$ cat src/rtl/mcu_pkg.sv
// Shared definitions for the MCU instruction sequencer: address width,
// opcode class codes, sequencer state encoding and a stack fault helper.
package mcu_pkg;

  localparam int ADDR_W = 8;

  // Opcode classes, taken from instr[7:5]; 110 and 111 behave as SEQ.
  localparam logic [2:0] OP_SEQ  = 3'b000;
  localparam logic [2:0] OP_JMP  = 3'b001;
  localparam logic [2:0] OP_JZ   = 3'b010;
  localparam logic [2:0] OP_CALL = 3'b011;
  localparam logic [2:0] OP_RET  = 3'b100;
  localparam logic [2:0] OP_HALT = 3'b101;

  // Sequencer states.
  localparam logic [2:0] ST_FETCH  = 3'd0;
  localparam logic [2:0] ST_DECODE = 3'd1;
  localparam logic [2:0] ST_EXEC   = 3'd2;
  localparam logic [2:0] ST_IRQ    = 3'd3;
  localparam logic [2:0] ST_HALT   = 3'd4;

  // A CALL into a full stack or a RET from an empty one is fatal.
  function automatic logic stack_fault(input logic [2:0] cls,
                                       input logic       full,
                                       input logic       empty);
    return ((cls == OP_CALL) && full) || ((cls == OP_RET) && empty);
  endfunction

endpackage

$ cat src/rtl/pc_sequencer_ret_stack.sv
// Return-address LIFO: synchronous push, combinational top-of-stack read.
// Pushes into a full stack and pops from an empty one are ignored; the
// sequencer traps those cases before they reach here.
module ret_stack #(
  parameter int DEPTH = 4,
  parameter int W     = 8
) (
  input  logic                       clk,
  input  logic                       reset,
  input  logic                       push,
  input  logic                       pop,
  input  logic [W-1:0]               push_data,
  output logic [W-1:0]               top,
  output logic                       full,
  output logic                       empty,
  output logic [$clog2(DEPTH):0]     sp
);

  localparam int PTR_W = $clog2(DEPTH);
  localparam int SP_W  = PTR_W + 1;
  localparam logic [SP_W-1:0] SP_ONE   = SP_W'(1);
  localparam logic [SP_W-1:0] SP_DEPTH = SP_W'(DEPTH);

  logic [W-1:0]    mem [DEPTH];
  logic [SP_W-1:0] sp_reg;
  logic [SP_W-1:0] sp_dec;

  assign sp_dec = sp_reg - SP_ONE;
  assign full   = (sp_reg == SP_DEPTH);
  assign empty  = (sp_reg == '0);
  assign sp     = sp_reg;
  assign top    = mem[sp_dec[PTR_W-1:0]];

  // Storage write; contents need no reset since sp bounds every read.
  always_ff @(posedge clk) begin
    if (push && !full) begin
      mem[sp_reg[PTR_W-1:0]] <= push_data;
    end
  end

  // Stack pointer tracks the number of valid entries.
  always_ff @(posedge clk or posedge reset) begin
    if (reset) begin
      sp_reg <= '0;
    end else if (push && !full) begin
      sp_reg <= sp_reg + SP_ONE;
    end else if (pop && !empty) begin
      sp_reg <= sp_dec;
    end
  end

endmodule

$ cat src/rtl/pc_sequencer.sv
// Program counter sequencer: FETCH -> DECODE -> EXEC per instruction, with
// an optional IRQ entry cycle after EXEC and a terminal HALT state.
module pc_sequencer
  import mcu_pkg::*;
#(
  parameter int                STACK_DEPTH = 4,
  parameter logic [ADDR_W-1:0] IRQ_VECTOR  = 8'hF0
) (
  input  logic              clk,
  input  logic              reset,
  input  logic [ADDR_W-1:0] pc_cur,
  input  logic              mem_ready,
  input  logic [7:0]        instr,
  input  logic [ADDR_W-1:0] operand,
  input  logic              zero_flag,
  input  logic              irq,
  output logic              fetch_req,
  output logic              load_pc,
  output logic              inc_pc,
  output logic [ADDR_W-1:0] pc_in,
  output logic              in_isr,
  output logic              halted,
  output logic              stack_err
);

  localparam int SP_W = $clog2(STACK_DEPTH) + 1;
  localparam logic [SP_W-1:0] SP_ONE   = SP_W'(1);
  localparam logic [SP_W-1:0] SP_DEPTH = SP_W'(STACK_DEPTH);

  logic [2:0]        state_reg;
  logic [2:0]        state_next;
  logic [2:0]        cls_reg;
  logic [ADDR_W-1:0] operand_reg;
  logic              zf_reg;
  logic              in_isr_reg;
  logic              stack_err_reg;
  logic [SP_W-1:0]   isr_sp_reg;

  logic              push;
  logic              pop;
  logic [ADDR_W-1:0] push_data;
  logic [ADDR_W-1:0] top;
  logic              full;
  logic              empty;
  logic [SP_W-1:0]   sp;
  logic [SP_W-1:0]   sp_after;

  logic              load;
  logic              inc;
  logic [ADDR_W-1:0] target;
  logic              isr_return;

  ret_stack #(
    .DEPTH (STACK_DEPTH),
    .W     (ADDR_W)
  ) u_ret_stack (
    .clk       (clk),
    .reset     (reset),
    .push      (push),
    .pop       (pop),
    .push_data (push_data),
    .top       (top),
    .full      (full),
    .empty     (empty),
    .sp        (sp)
  );

  // Action for the current cycle: counter strobes, load target, stack op.
  always_comb begin
    push      = 1'b0;
    pop       = 1'b0;
    push_data = pc_cur + 8'd1;
    load      = 1'b0;
    inc       = 1'b0;
    target    = '0;
    case (state_reg)
      ST_EXEC: begin
        case (cls_reg)
          OP_JMP: begin
            load   = 1'b1;
            target = operand_reg;
          end
          OP_JZ: begin
            if (zf_reg) begin
              load   = 1'b1;
              target = operand_reg;
            end else begin
              inc = 1'b1;
            end
          end
          OP_CALL: begin
            push   = 1'b1;
            load   = 1'b1;
            target = operand_reg;
          end
          OP_RET: begin
            pop    = 1'b1;
            load   = 1'b1;
            target = top;
          end
          OP_SEQ:  inc = 1'b1;
          default: inc = 1'b1;
        endcase
      end
      ST_IRQ: begin
        // pc_cur already holds the address after the interrupted instruction.
        push      = 1'b1;
        push_data = pc_cur;
        load      = 1'b1;
        target    = IRQ_VECTOR;
      end
      default: ;
    endcase
  end

  // Stack depth once this cycle's push/pop lands; gates interrupt entry so
  // the IRQ push can never overflow.
  always_comb begin
    sp_after = sp;
    if (push) begin
      sp_after = sp + SP_ONE;
    end else if (pop) begin
      sp_after = sp - SP_ONE;
    end
  end

  // Leaving the handler: the RET that brings sp back to the entry depth.
  assign isr_return = (state_reg == ST_EXEC) && (cls_reg == OP_RET) &&
                      in_isr_reg && ((sp - SP_ONE) == isr_sp_reg);

  // Next-state selection.
  always_comb begin
    state_next = state_reg;
    case (state_reg)
      ST_FETCH: begin
        if (mem_ready) begin
          state_next = ST_DECODE;
        end
      end
      ST_DECODE: begin
        if (stack_fault(cls_reg, full, empty) || (cls_reg == OP_HALT)) begin
          state_next = ST_HALT;
        end else begin
          state_next = ST_EXEC;
        end
      end
      ST_EXEC: begin
        if (irq && !in_isr_reg && (sp_after < SP_DEPTH)) begin
          state_next = ST_IRQ;
        end else begin
          state_next = ST_FETCH;
        end
      end
      ST_IRQ:  state_next = ST_FETCH;
      ST_HALT: state_next = ST_HALT;
      default: state_next = ST_FETCH;
    endcase
  end

  // State, instruction latches, interrupt context and sticky error flag.
  always_ff @(posedge clk or posedge reset) begin
    if (reset) begin
      state_reg     <= ST_FETCH;
      cls_reg       <= OP_SEQ;
      operand_reg   <= '0;
      zf_reg        <= 1'b0;
      in_isr_reg    <= 1'b0;
      isr_sp_reg    <= '0;
      stack_err_reg <= 1'b0;
    end else begin
      state_reg <= state_next;
      if ((state_reg == ST_FETCH) && mem_ready) begin
        cls_reg     <= instr[7:5];
        operand_reg <= operand;
      end
      if (state_reg == ST_DECODE) begin
        zf_reg <= zero_flag;
        if (stack_fault(cls_reg, full, empty)) begin
          stack_err_reg <= 1'b1;
        end
      end
      if (state_reg == ST_IRQ) begin
        in_isr_reg <= 1'b1;
        isr_sp_reg <= sp;
      end else if (isr_return) begin
        in_isr_reg <= 1'b0;
      end
    end
  end

  // fetch_req is forced low while reset is held so every output reads 0.
  assign fetch_req = (state_reg == ST_FETCH) && !reset;
  assign load_pc   = load;
  assign inc_pc    = inc;
  assign pc_in     = load ? target : '0;
  assign in_isr    = in_isr_reg;
  assign halted    = (state_reg == ST_HALT);
  assign stack_err = stack_err_reg;

endmodule

$ cat config.mk
export PLATFORM = sky130hd
export DESIGN_NAME = pc_sequencer
export DESIGN_NICKNAME = d
export VERILOG_FILES = /design/src/rtl/mcu_pkg.sv /design/src/rtl/pc_sequencer_ret_stack.sv /design/src/rtl/pc_sequencer.sv
export SDC_FILE = /design/constraint.sdc
export NUM_CORES = 1
export LEC_CHECK = 0
export ABC_AREA = 1
export CAP_MARGIN = 20
export CELL_PAD_IN_SITES_DETAIL_PLACEMENT = 0
export CELL_PAD_IN_SITES_GLOBAL_PLACEMENT = 1
export CORE_MARGIN = 5
export CORE_UTILIZATION = 40
export DETAILED_ROUTE_END_ITERATION = 10
export GPL_TIMING_DRIVEN = 0
export PLACE_DENSITY = 0.85
export SLEW_MARGIN = 10
export SYNTH_ARGS = -nofsm -noshare
export SYNTH_HDL_FRONTEND = slang
export SYNTH_HIERARCHICAL = 1
export SYNTH_SLANG_ARGS = --single-unit
$ cat constraint.sdc
create_clock -name clk -period 3 [get_ports clk]
set_input_delay 0.6 -clock clk [delete_from_list [all_inputs] [get_ports clk]]
set_output_delay 0.6 -clock clk [all_outputs]
set_load 0.1 [all_outputs]
======== Word level (Yosys, flattened, before mapping) ========
Memory sizes are Yosys's and may differ from the RTL's.
Cells that the tools add are included.
cells by class
  order comparisons ....................... 1
  mux-type cells .......................... 27
  equality and inequality tests ........... 12
  $add $sub $neg .......................... 3
  reductions and logical operators ........ 24
operators with widths
  operator                                          count
  2-to-1 mux 8 bit                                  3
  case mux 8 bit (3 select lines)                   1
  2-to-1 mux 3 bit                                  6
  case mux 8 bit (2 select lines)                   1
  == test 3 x 2 -> 1 bit, second input constant     4
  == test 3 bit, second input constant              4
  case mux 3 bit (4 select lines)                   1
  logical AND 1 bit                                 11
  2-to-1 mux 1 bit                                  10
  adder 8 x 1 -> 8 bit, second input constant       1
  case mux 1 bit (2 select lines)                   4
  == test 3 x 1 -> 1 bit, second input constant     2
  zero test 3 bit                                   2
  zero test 1 bit                                   4
  nonzero test 2 bit                                2
  adder 3 x 1 -> 3 bit, second input constant       1
  == test 3 bit                                     1
  < comparator 3 bit, second input constant         1
  OR reduction 3 bit                                1
  subtractor 3 x 1 -> 3 bit, second input constant  1
  logical OR 1 bit                                  2
  2-to-1 mux 2 bit                                  1
  != test 2 bit, second input constant              1
  AND reduction 2 bit                               1
  OR reduction 2 bit                                1
word-level totals
  logic and storage cells ................. 76
  RAM bits ................................ 32
  memories kept ........................... 1
  bits in registers ....................... 23
memory list
  name             words  bits a word  read ports  clocked after Yosys merged registers in  wr ports  RTL line                      text
  u_ret_stack.mem  4      8            1           0                                        1         pc_sequencer_ret_stack.sv:24  logic [W-1:0] mem [DEPTH];

======== Depth between registers and ports, before layout ========
Gate-level depths: netlist (run 1).
  depth in word-level cells ............... 9
  gate-level depth with buffers ........... 12
  mapped depth without buffers ............ 10

======== By module ========
The synthesis (run 1) kept the hierarchy.
by module, submodules not included
  module        cells each  area an instance (sq um)  times used  sequential area each (sq um)
  ret_stack     141         1584.0                    1           1036.0
  pc_sequencer  161         1278.7                    1           500.5

======== Worst setup path after synthesis (run 1) ========
Ideal clock, no wire load.
  path kind ............................... register -> output
  start ................................... register u_ret_stack.sp_reg[0] (netlist: u_ret_stack/sp[0])
  end ..................................... output port pc_in[5]
  buffers on the path ..................... 4
  arrival ................................. 3.702 ns
  cell stages (with the launch flop) ...... 12
  setup slack ............................. -1.302 ns
  cells stage by stage .................... dfrtp_1 > buf_6 > inv_6 > buf_6 > ha_1 > buf_2 > buf_6 > nor2_1 > o21ai_1 > nand2_1 > a22oi_1 > o21ai_0
between the ends
  cells in the longest elaborated chain, start to end .. 5
ends and longest elaborated chain
  what                             RTL line                      text
  start: declaration               pc_sequencer_ret_stack.sv:25  logic [SP_W-1:0] sp_reg;
  start signal: assignment         pc_sequencer_ret_stack.sv:46  sp_reg <= sp_reg + SP_ONE;
  start signal: assignment         pc_sequencer_ret_stack.sv:48  sp_reg <= sp_dec;
  subtractor 3 x 1 -> 3 bit        pc_sequencer_ret_stack.sv:28  assign sp_dec = sp_reg - SP_ONE;
  memory (4 x 8 bit)               n/a
  via top[5]                       pc_sequencer.sv:42            logic [ADDR_W-1:0] top;
  case mux 8 bit (3 select lines)  pc_sequencer.sv:78            case (cls_reg)
  case mux 8 bit (2 select lines)  pc_sequencer.sv:76            case (state_reg)
  2-to-1 mux 8 bit                 pc_sequencer.sv:195           assign pc_in = load ? target : '0;
  end: declaration                 pc_sequencer.sv:20            output logic [ADDR_W-1:0] pc_in,
The timed path passes the listed nets, and every way through them passes these cells.

======== Final worst setup path (run 1) ========
Same ends and word-level chain as after synthesis.

==> flow_metrics.tcl, run 1 <==
set metrics [dict create \
    outcome "complete, no violations" \
    postLayoutCoreUtil 0.519 \
    critical_path.startpoint_type "register" \
    total_power_mw 3.70 \
    worst_pin_slew_ps 970 \
    dp_cells 435 \
    slew_violations 0 \
    clk_latency_ps 320 \
    syn_area_mm2 0.00286 \
    htree_levels 2 \
    fin_skew_ps 9.17 \
    diodes 0 \
    peakVddDrop_uv 295 \
    place_area_mm2 0.00339 \
    finalCritPeriodShare 0.965 \
    area_delta_synth_final_pct 24.6 \
    start_util 0.417 \
    fin_crit_ps 2890 \
    hold_ws_ps 492 \
    fillers 620 \
    drtIter0Drc 117 \
    ant_nets 0 \
    setup_viol 0 \
    fin_ws_ps 106 \
    cts_tree "done" \
    grt_pass1_vias 2006 \
    vias 2069 \
    synthCells 302 \
    clockBufferDepth 2 \
    routed_wl_mm 6.02 \
    critical-path-max-stage-delay_ps 400 \
    ctsHoldBuffers 0 \
    syn_area_per_cell_um2 9.48 \
    cap_violations 0 \
    clk_pin_slew_ps 110 \
    drc 0 \
    cts_buffers 5 \
    critPathMaxFanout 19 \
    pin_count 43 \
    wl_per_cell_um 13.5 \
    power.leakage_nw 1.59 \
    num_rows 30 \
    nNetsFinal 388 \
    die_w_um 94.6 \
    gp_congestion 0.786 \
    overflow 0 \
    place_hpwl_mm 4.38 \
    crit_arrival_ps 2290 \
    syn_nets 340 \
    finalHoldViolCount 0 \
    p_per_area_mw_per_mm2 1040 \
    hold_path.class "reg -> reg" \
    fin_cells 447 \
    path_class "reg -> out" \
    grt_max_degree 21 \
    cpMaxStageDelayCell "dfrtp_2" \
    die-area_mm2 0.00895 \
    core_area_mm2 0.00687 \
    ys_seq_area_frac 0.537 \
    cts-root-buf "clkbuf_8" \
    ys_types 28 \
    yosysWarningCount 6 \
    gr-usage-all-layers 0.143 \
    ys_ff_latch 55 \
    numClockSinks 55 \
    max_freq_mhz 346 \
    io_buffers 37 \
    drt-vias-per-instance 4.63 \
    relSlewSlack 0.352 \
    cp-end-kind "primary output" \
    firstDrtPassIters 4 \
    worst-endpoint-required_ps 2400 \
    die_h_um 94.6 \
    drive_above_1_share 0.174 \
    fin_area_mm2 0.00357 \
    antenna_found_initial 0 \
    post-place-ws_ps -785 \
    largest_reg_flops 32 \
    grt_pass1_wl_mm 9.74 \
    crit_chain "buf_8, clkinv_8, ha_1, clkbuf_4, buf_6, nor2_1, o21ai_1, nand2_1, a22oi_1, o21ai_2, buf_12" \
    fin_tns_setup_ps 0 \
]
-- power breakdown --
part	switching [mW]	leakage, nW	internal (mW)	total (mW)
Combinational	1.36	0.976	0.751	2.11
Sequential	0.134	0.561	1.01	1.14
Clock	0.267	0.0522	0.178	0.445
Total	1.76	1.59	1.94	3.70
-- cells in the mapped netlist --
cell type | count | area share
a21oi_1 | 5 | 0.0087
a22oi_1 | 8 | 0.021
buf_2 | 3 | 0.0052
buf_6 | 4 | 0.016
buf_8 | 1 | 0.0052
dfrtp_1 | 23 | 0.20
edfxtp_1 | 32 | 0.34
ha_1 | 9 | 0.039
inv_1 | 43 | 0.056
inv_2 | 1 | 0.0013
inv_6 | 1 | 0.0031
mux2_2 | 5 | 0.020
mux2_4 | 4 | 0.021
nand2_1 | 68 | 0.089
nand2_2 | 4 | 0.0087
nand3_1 | 8 | 0.014
nand3b_1 | 1 | 0.0026
nand4_1 | 2 | 0.0044
nor2_1 | 35 | 0.046
nor2_2 | 4 | 0.0087
nor3_1 | 2 | 0.0035
o211ai_1 | 8 | 0.021
o21ai_0 | 17 | 0.030
o21ai_1 | 2 | 0.0035
o21bai_1 | 1 | 0.0026
or2_2 | 1 | 0.0022
xnor2_1 | 4 | 0.012
xor2_1 | 6 | 0.018
-- layout by cell type, fill, tap and decap left out, types with 6 or more instances in the layout --
cell | synthesis | final
clkdlybuf4s50_1 | 0 | 26
inv_1 | 43 | 43
nor2_2 | 4 | 8
nor2_1 | 35 | 31
xor2_1 | 6 | 6
nand3_1 | 8 | 8
buf_4 | 0 | 8
edfxtp_1 | 32 | 32
ha_1 | 9 | 9
o211ai_1 | 8 | 8
dfrtp_1 | 23 | 22
o21ai_0 | 17 | 13
a22oi_1 | 8 | 6
nand2_1 | 68 | 68
-- worst paths after layout --
check	start	to	slack (ps)	cells past startpoint
worst min-delay path	stack_err	stack_err	490	1
worst max-delay path	u_ret_stack/sp[0]	pc_in[5]	110	11
worst min register to register	stack_err	stack_err	490	1
worst max register to register	u_ret_stack/sp[0]	u_ret_stack/mem[2][1]	900	6
max in group asynchronous	reset	isr_sp_reg[0]	1670	2
min in group asynchronous	reset	u_ret_stack/sp[0]	560	2
-- per-layer routing --
metal  part of all wire  track usage
met1               0.47        0.192
met2               0.47        0.235
met3              0.049       0.0279
met4              0.011       0.0397
met5                  0            0
-- critical path: cells and delay by family (launching register included) --
kind	cells	cell delay, ps
AOI/OAI and AO/OA	3	360
buffers and inverters	5	740
adders and majority gates	1	300
and+or+nand+nor	2	160
DFF	1	400
-- cells by family (layout without fill, tap and decap cells) --
group / count (synthesis) / after routing / share of synthesized area
buf+inv: 53 / 102 / 0.0870
compound gates: 41 / 41 / 0.0865
flops: 55 / 55 / 0.537
xor+xnor: 10 / 10 / 0.0306
simple gates: 125 / 125 / 0.179
fa+ha+maj: 9 / 9 / 0.0393
mux: 9 / 9 / 0.0406
-- final cells by class --
cell class,instances,area (µm²),area share
Inverter,45,181,0.0509
Buffer,7,70.1,0.0196
Sequential cell,55,1540,0.431
Multi-Input combinational cell,194,1120,0.314
Clock inverter,3,31.3,0.00877
Timing Repair Buffer,42,438,0.123
Clock buffer,5,68.8,0.0193
Tap cell,96,120,0.0337
-- repair_timing --
item	CTS	global route
endpoints found under the setup margin	10	9
pin swaps	0	1
gates resized for setup	62	11
buffers inserted	1	4
No activity file was read; power rests on OpenSTA's default activity.
==> run 2, diff against run 1 <==
--- a/config.mk
+++ b/config.mk
@@ -5,7 +5,7 @@
 export SDC_FILE = /design/constraint.sdc
 export NUM_CORES = 1
 export LEC_CHECK = 0
-export ABC_AREA = 1
+export ABC_CLOCK_PERIOD_IN_PS = 3000
 export CAP_MARGIN = 20
 export CELL_PAD_IN_SITES_DETAIL_PLACEMENT = 0
 export CELL_PAD_IN_SITES_GLOBAL_PLACEMENT = 1
@@ -13,7 +13,7 @@
 export CORE_UTILIZATION = 40
 export DETAILED_ROUTE_END_ITERATION = 10
 export GPL_TIMING_DRIVEN = 0
-export PLACE_DENSITY = 0.85
+export PLACE_DENSITY = 0.82
 export SLEW_MARGIN = 10
 export SYNTH_ARGS = -nofsm -noshare
 export SYNTH_HDL_FRONTEND = slang
==> run 2 against run 1 <==
Net effect: area after synthesis fell by 5.9%; clock skew increased by 4.0 ps; first-iteration DRC count fell by 33%; critical path depth shrank 3; clock-buffer cell count unchanged; register-to-register slack lost 30 ps; sequential share of layout area is 2.4 points higher; worst hold slack lost 26 ps; total power decreased by 11%; non-clock buffer count unchanged; via count is 18% lower; combinational power shrank 18%; critical endpoint unchanged; highest routed layer unchanged.
==> flow_metrics.tcl, run 2 <==
set metrics [dict create \
    regArea_mm2 0.00154 \
    finalHoldViolCount 0 \
    hp-start "stack_err" \
    cts_tree "done" \
    critPathMaxFanout 10 \
    worst_pin_slew_ps 962 \
    synthArstFlopShare 0.418 \
    clockPowerShare 0.136 \
    r2r-start "state_reg[0]" \
    netlist.area_leader.share 0.357 \
    r2r_end "u_ret_stack/mem[2][6]" \
    cp-end-kind "primary output" \
    multi_input_area_mm2 0.00116 \
    worst-endpoint-required_ps 2400 \
    yosysTopAreaCell "edfxtp_1" \
    fin_crit_ps 2900 \
    fin_tns_setup_ps 0 \
    hold_path.class "reg -> reg" \
    ys_seq_area_frac 0.571 \
    synthTopCellsByCount "edfxtp_1, dfrtp_1, mux2_2, nor2_1" \
    antenna_found_initial 0 \
    wl_per_cell_um 17.1 \
    core_area_mm2 0.00668 \
    die_w_um 92.0 \
    r2r_cells 5 \
    cap_violations 0 \
    syn_area_mm2 0.00269 \
    grt_pass1_wl_mm 8.80 \
    critical-path-max-stage-delay_ps 440 \
    gr-usage-all-layers 0.134 \
    drt-vias-per-instance 5.24 \
    clk_pin_slew_ps 100 \
    max_freq_mhz 345 \
    clockBufferDepth 2 \
    synthCells 196 \
    p_seq_frac 0.343 \
    crit_chain "buf_12, inv_1, ha_4, buf_6, mux4_2, a221oi_2, nor2_2, buf_6" \
    grt_max_degree 21 \
    slew_violations 0 \
    synth.most_common_cell "edfxtp_1" \
    synth_edf_count 32 \
    clk_latency_ps 320 \
    start_util 0.403 \
    drtIter0Drc 78 \
    fillers 602 \
    rsz0062_at_grt "no" \
    layout_commonest_cell "edfxtp_1" \
    holdPathEnd "stack_err" \
    crit_arrival_ps 2300 \
    vias 1694 \
    critical_path.startpoint_type "register" \
    yosysWarningCount 6 \
    die_h_um 92.0 \
    ctsHoldBuffers 0 \
    layout_common_cells "edfxtp_1, clkdlybuf4s50_1, dfrtp_1" \
    num_rows 30 \
    largest_reg_flops 32 \
    syn_area_per_cell_um2 13.7 \
    pin_count 43 \
    overflow 0 \
    p_sw_frac 0.437 \
    ys_types 45 \
    ant_nets 0 \
    drive_above_1_share 0.313 \
    finalCritPeriodShare 0.967 \
    hold-path-cell-count 1 \
    io_buffers 37 \
    drc 0 \
    cpMaxStageDelayCell "dfrtp_2" \
    p_per_area_mw_per_mm2 980 \
    worstSetupStartpoint "u_ret_stack/sp[0]" \
    setup_viol 0 \
    outcome "complete, no violations" \
    peakVddDrop_uv 268 \
    cp_num_buf_inv 4 \
    p_int_mw 1.86 \
    netlist_top_cells_area "edfxtp_1, dfrtp_1, mux4_2, mux2_2, ha_1" \
    worst_path_most_repeated_cell "buf_6" \
    area_delta_synth_final_pct 25.5 \
    r2r_slack_ps 870 \
    die-area_mm2 0.00847 \
    syn_nets 234 \
    ys_ff_latch 55 \
    numClockSinks 55 \
    cts-root-buf "clkbuf_8" \
    fin_skew_ps 13.1 \
    firstDrtPassIters 4 \
    p_comb_frac 0.521 \
    cts_buffers 5 \
    p_sw_mw 1.45 \
    path_class "reg -> out" \
    power.leakage_nw 1.28 \
    total_power_mw 3.31 \
    relSlewSlack 0.357 \
    htree_levels 2 \
    place_hpwl_mm 3.96 \
    diodes 0 \
    grt_pass1_vias 1661 \
    routed_wl_mm 5.51 \
    ys.flop_type "edfxtp_1" \
    nNetsFinal 280 \
    crit_family "buffers and inverters" \
    gp_congestion 0.787 \
]
[run 2: cell families (layout without fill, tap and decap cells)]
kind of cell,Yosys count,in the layout,share of synthesized area
flops,55,55,0.571
fa+ha+maj,9,9,0.0418
mux,22,22,0.125
xor+xnor,12,12,0.0390
buf+inv,18,65,0.0321
compound gates,23,23,0.0641
simple gates,57,57,0.127
[run 2: what timing repair did]
action | CTS | global route
cloned | 0 | 1
pin swaps | 0 | 1
setup buffers | 1 | 0
gates resized for setup | 59 | 25
endpoints found under the hold margin | 0 | 0
endpoints found under the setup margin | 12 | 10
[run 2: power by group through the flow]
stage	clock network (mW)	logic [mW]	registers [mW]
2_1_floorplan	0	1.19	1.16
3_3_place_gp	0	1.57	1.14
3_5_place_dp	0	1.58	1.14
4_1_cts	0.465	1.63	1.13
5_1_grt	0.489	1.86	1.16
6_report	0.451	1.73	1.14
[run 2: worst max path at each step]
stage | slack [ps] | endpoint | cells after the start
5_1_grt | 20 | pc_in[6] | 8
2_1_floorplan | 30 | fetch_req | 2
6_report | 100 | pc_in[5] | 8
3_5_place_dp | -760 | pc_in[5] | 8
3_3_place_gp | -700 | pc_in[5] | 8
4_1_cts | -30 | pc_in[7] | 8
[run 2: cell type report]
cell class / instances / share of cell area
multi-input cells: 123 / 0.342
flip-flops and latches: 55 / 0.455
well taps: 80 / 0.0296
clock buffers: 5 / 0.0204
clock inverters: 3 / 0.00926
repair buffers: 39 / 0.112
inverters: 8 / 0.00889
plain buffers: 10 / 0.0226
[run 2: per-layer routing]
| metal | part of all wire | track usage | vias to the layer above |
|---|---|---|---|
| met5 | 0 | 0 | - |
| met4 | 0.012 | 0.0371 | 0 |
| met3 | 0.040 | 0.0353 | 8 |
| met2 | 0.48 | 0.212 | 28 |
| met1 | 0.47 | 0.182 | 832 |
| li1 | - | - | 826 |
[run 2: worst reg2reg max path: stages (launching register included)]
cell      delay, ps
dfrtp_1         440
clkbuf_1        280
nand3b_1        270
clkbuf_1        430
nand4_1         180
xnor2_1         320
[run 2: stage by stage]
| stage | area (µm²) | worst slack (ps) | instances | utilization | hold WS, ps |
|---|---|---|---|---|---|
| finish | 3380 | 99.6 | 323 | 0.506 | 465 |
| global route | 3380 | 19.1 | 323 | 0.506 | 510 |
| CTS | 3300 | -29.6 | 322 | 0.495 | 470 |
| detailed placement | 3200 | -759 | 313 | 0.479 | 448 |
| global placement | 3200 | -703 | 313 | 0.479 | 443 |
| floorplan | 2730 | 34.3 | 196 | - | 354 |
==> run 3, diff against run 2 <==
--- a/config.mk
+++ b/config.mk
@@ -5,7 +5,7 @@
 export SDC_FILE = /design/constraint.sdc
 export NUM_CORES = 1
 export LEC_CHECK = 0
-export ABC_CLOCK_PERIOD_IN_PS = 3000
+export ABC_AREA = 1
 export CAP_MARGIN = 20
 export CELL_PAD_IN_SITES_DETAIL_PLACEMENT = 0
 export CELL_PAD_IN_SITES_GLOBAL_PLACEMENT = 1
@@ -13,7 +13,7 @@
 export CORE_UTILIZATION = 40
 export DETAILED_ROUTE_END_ITERATION = 10
 export GPL_TIMING_DRIVEN = 0
-export PLACE_DENSITY = 0.82
+export PLACE_DENSITY = 0.85
 export SLEW_MARGIN = 10
 export SYNTH_ARGS = -nofsm -noshare
 export SYNTH_HDL_FRONTEND = slang
==> results of run 3 <==
Final layout, timing and power as in run 1 (identical DEF).
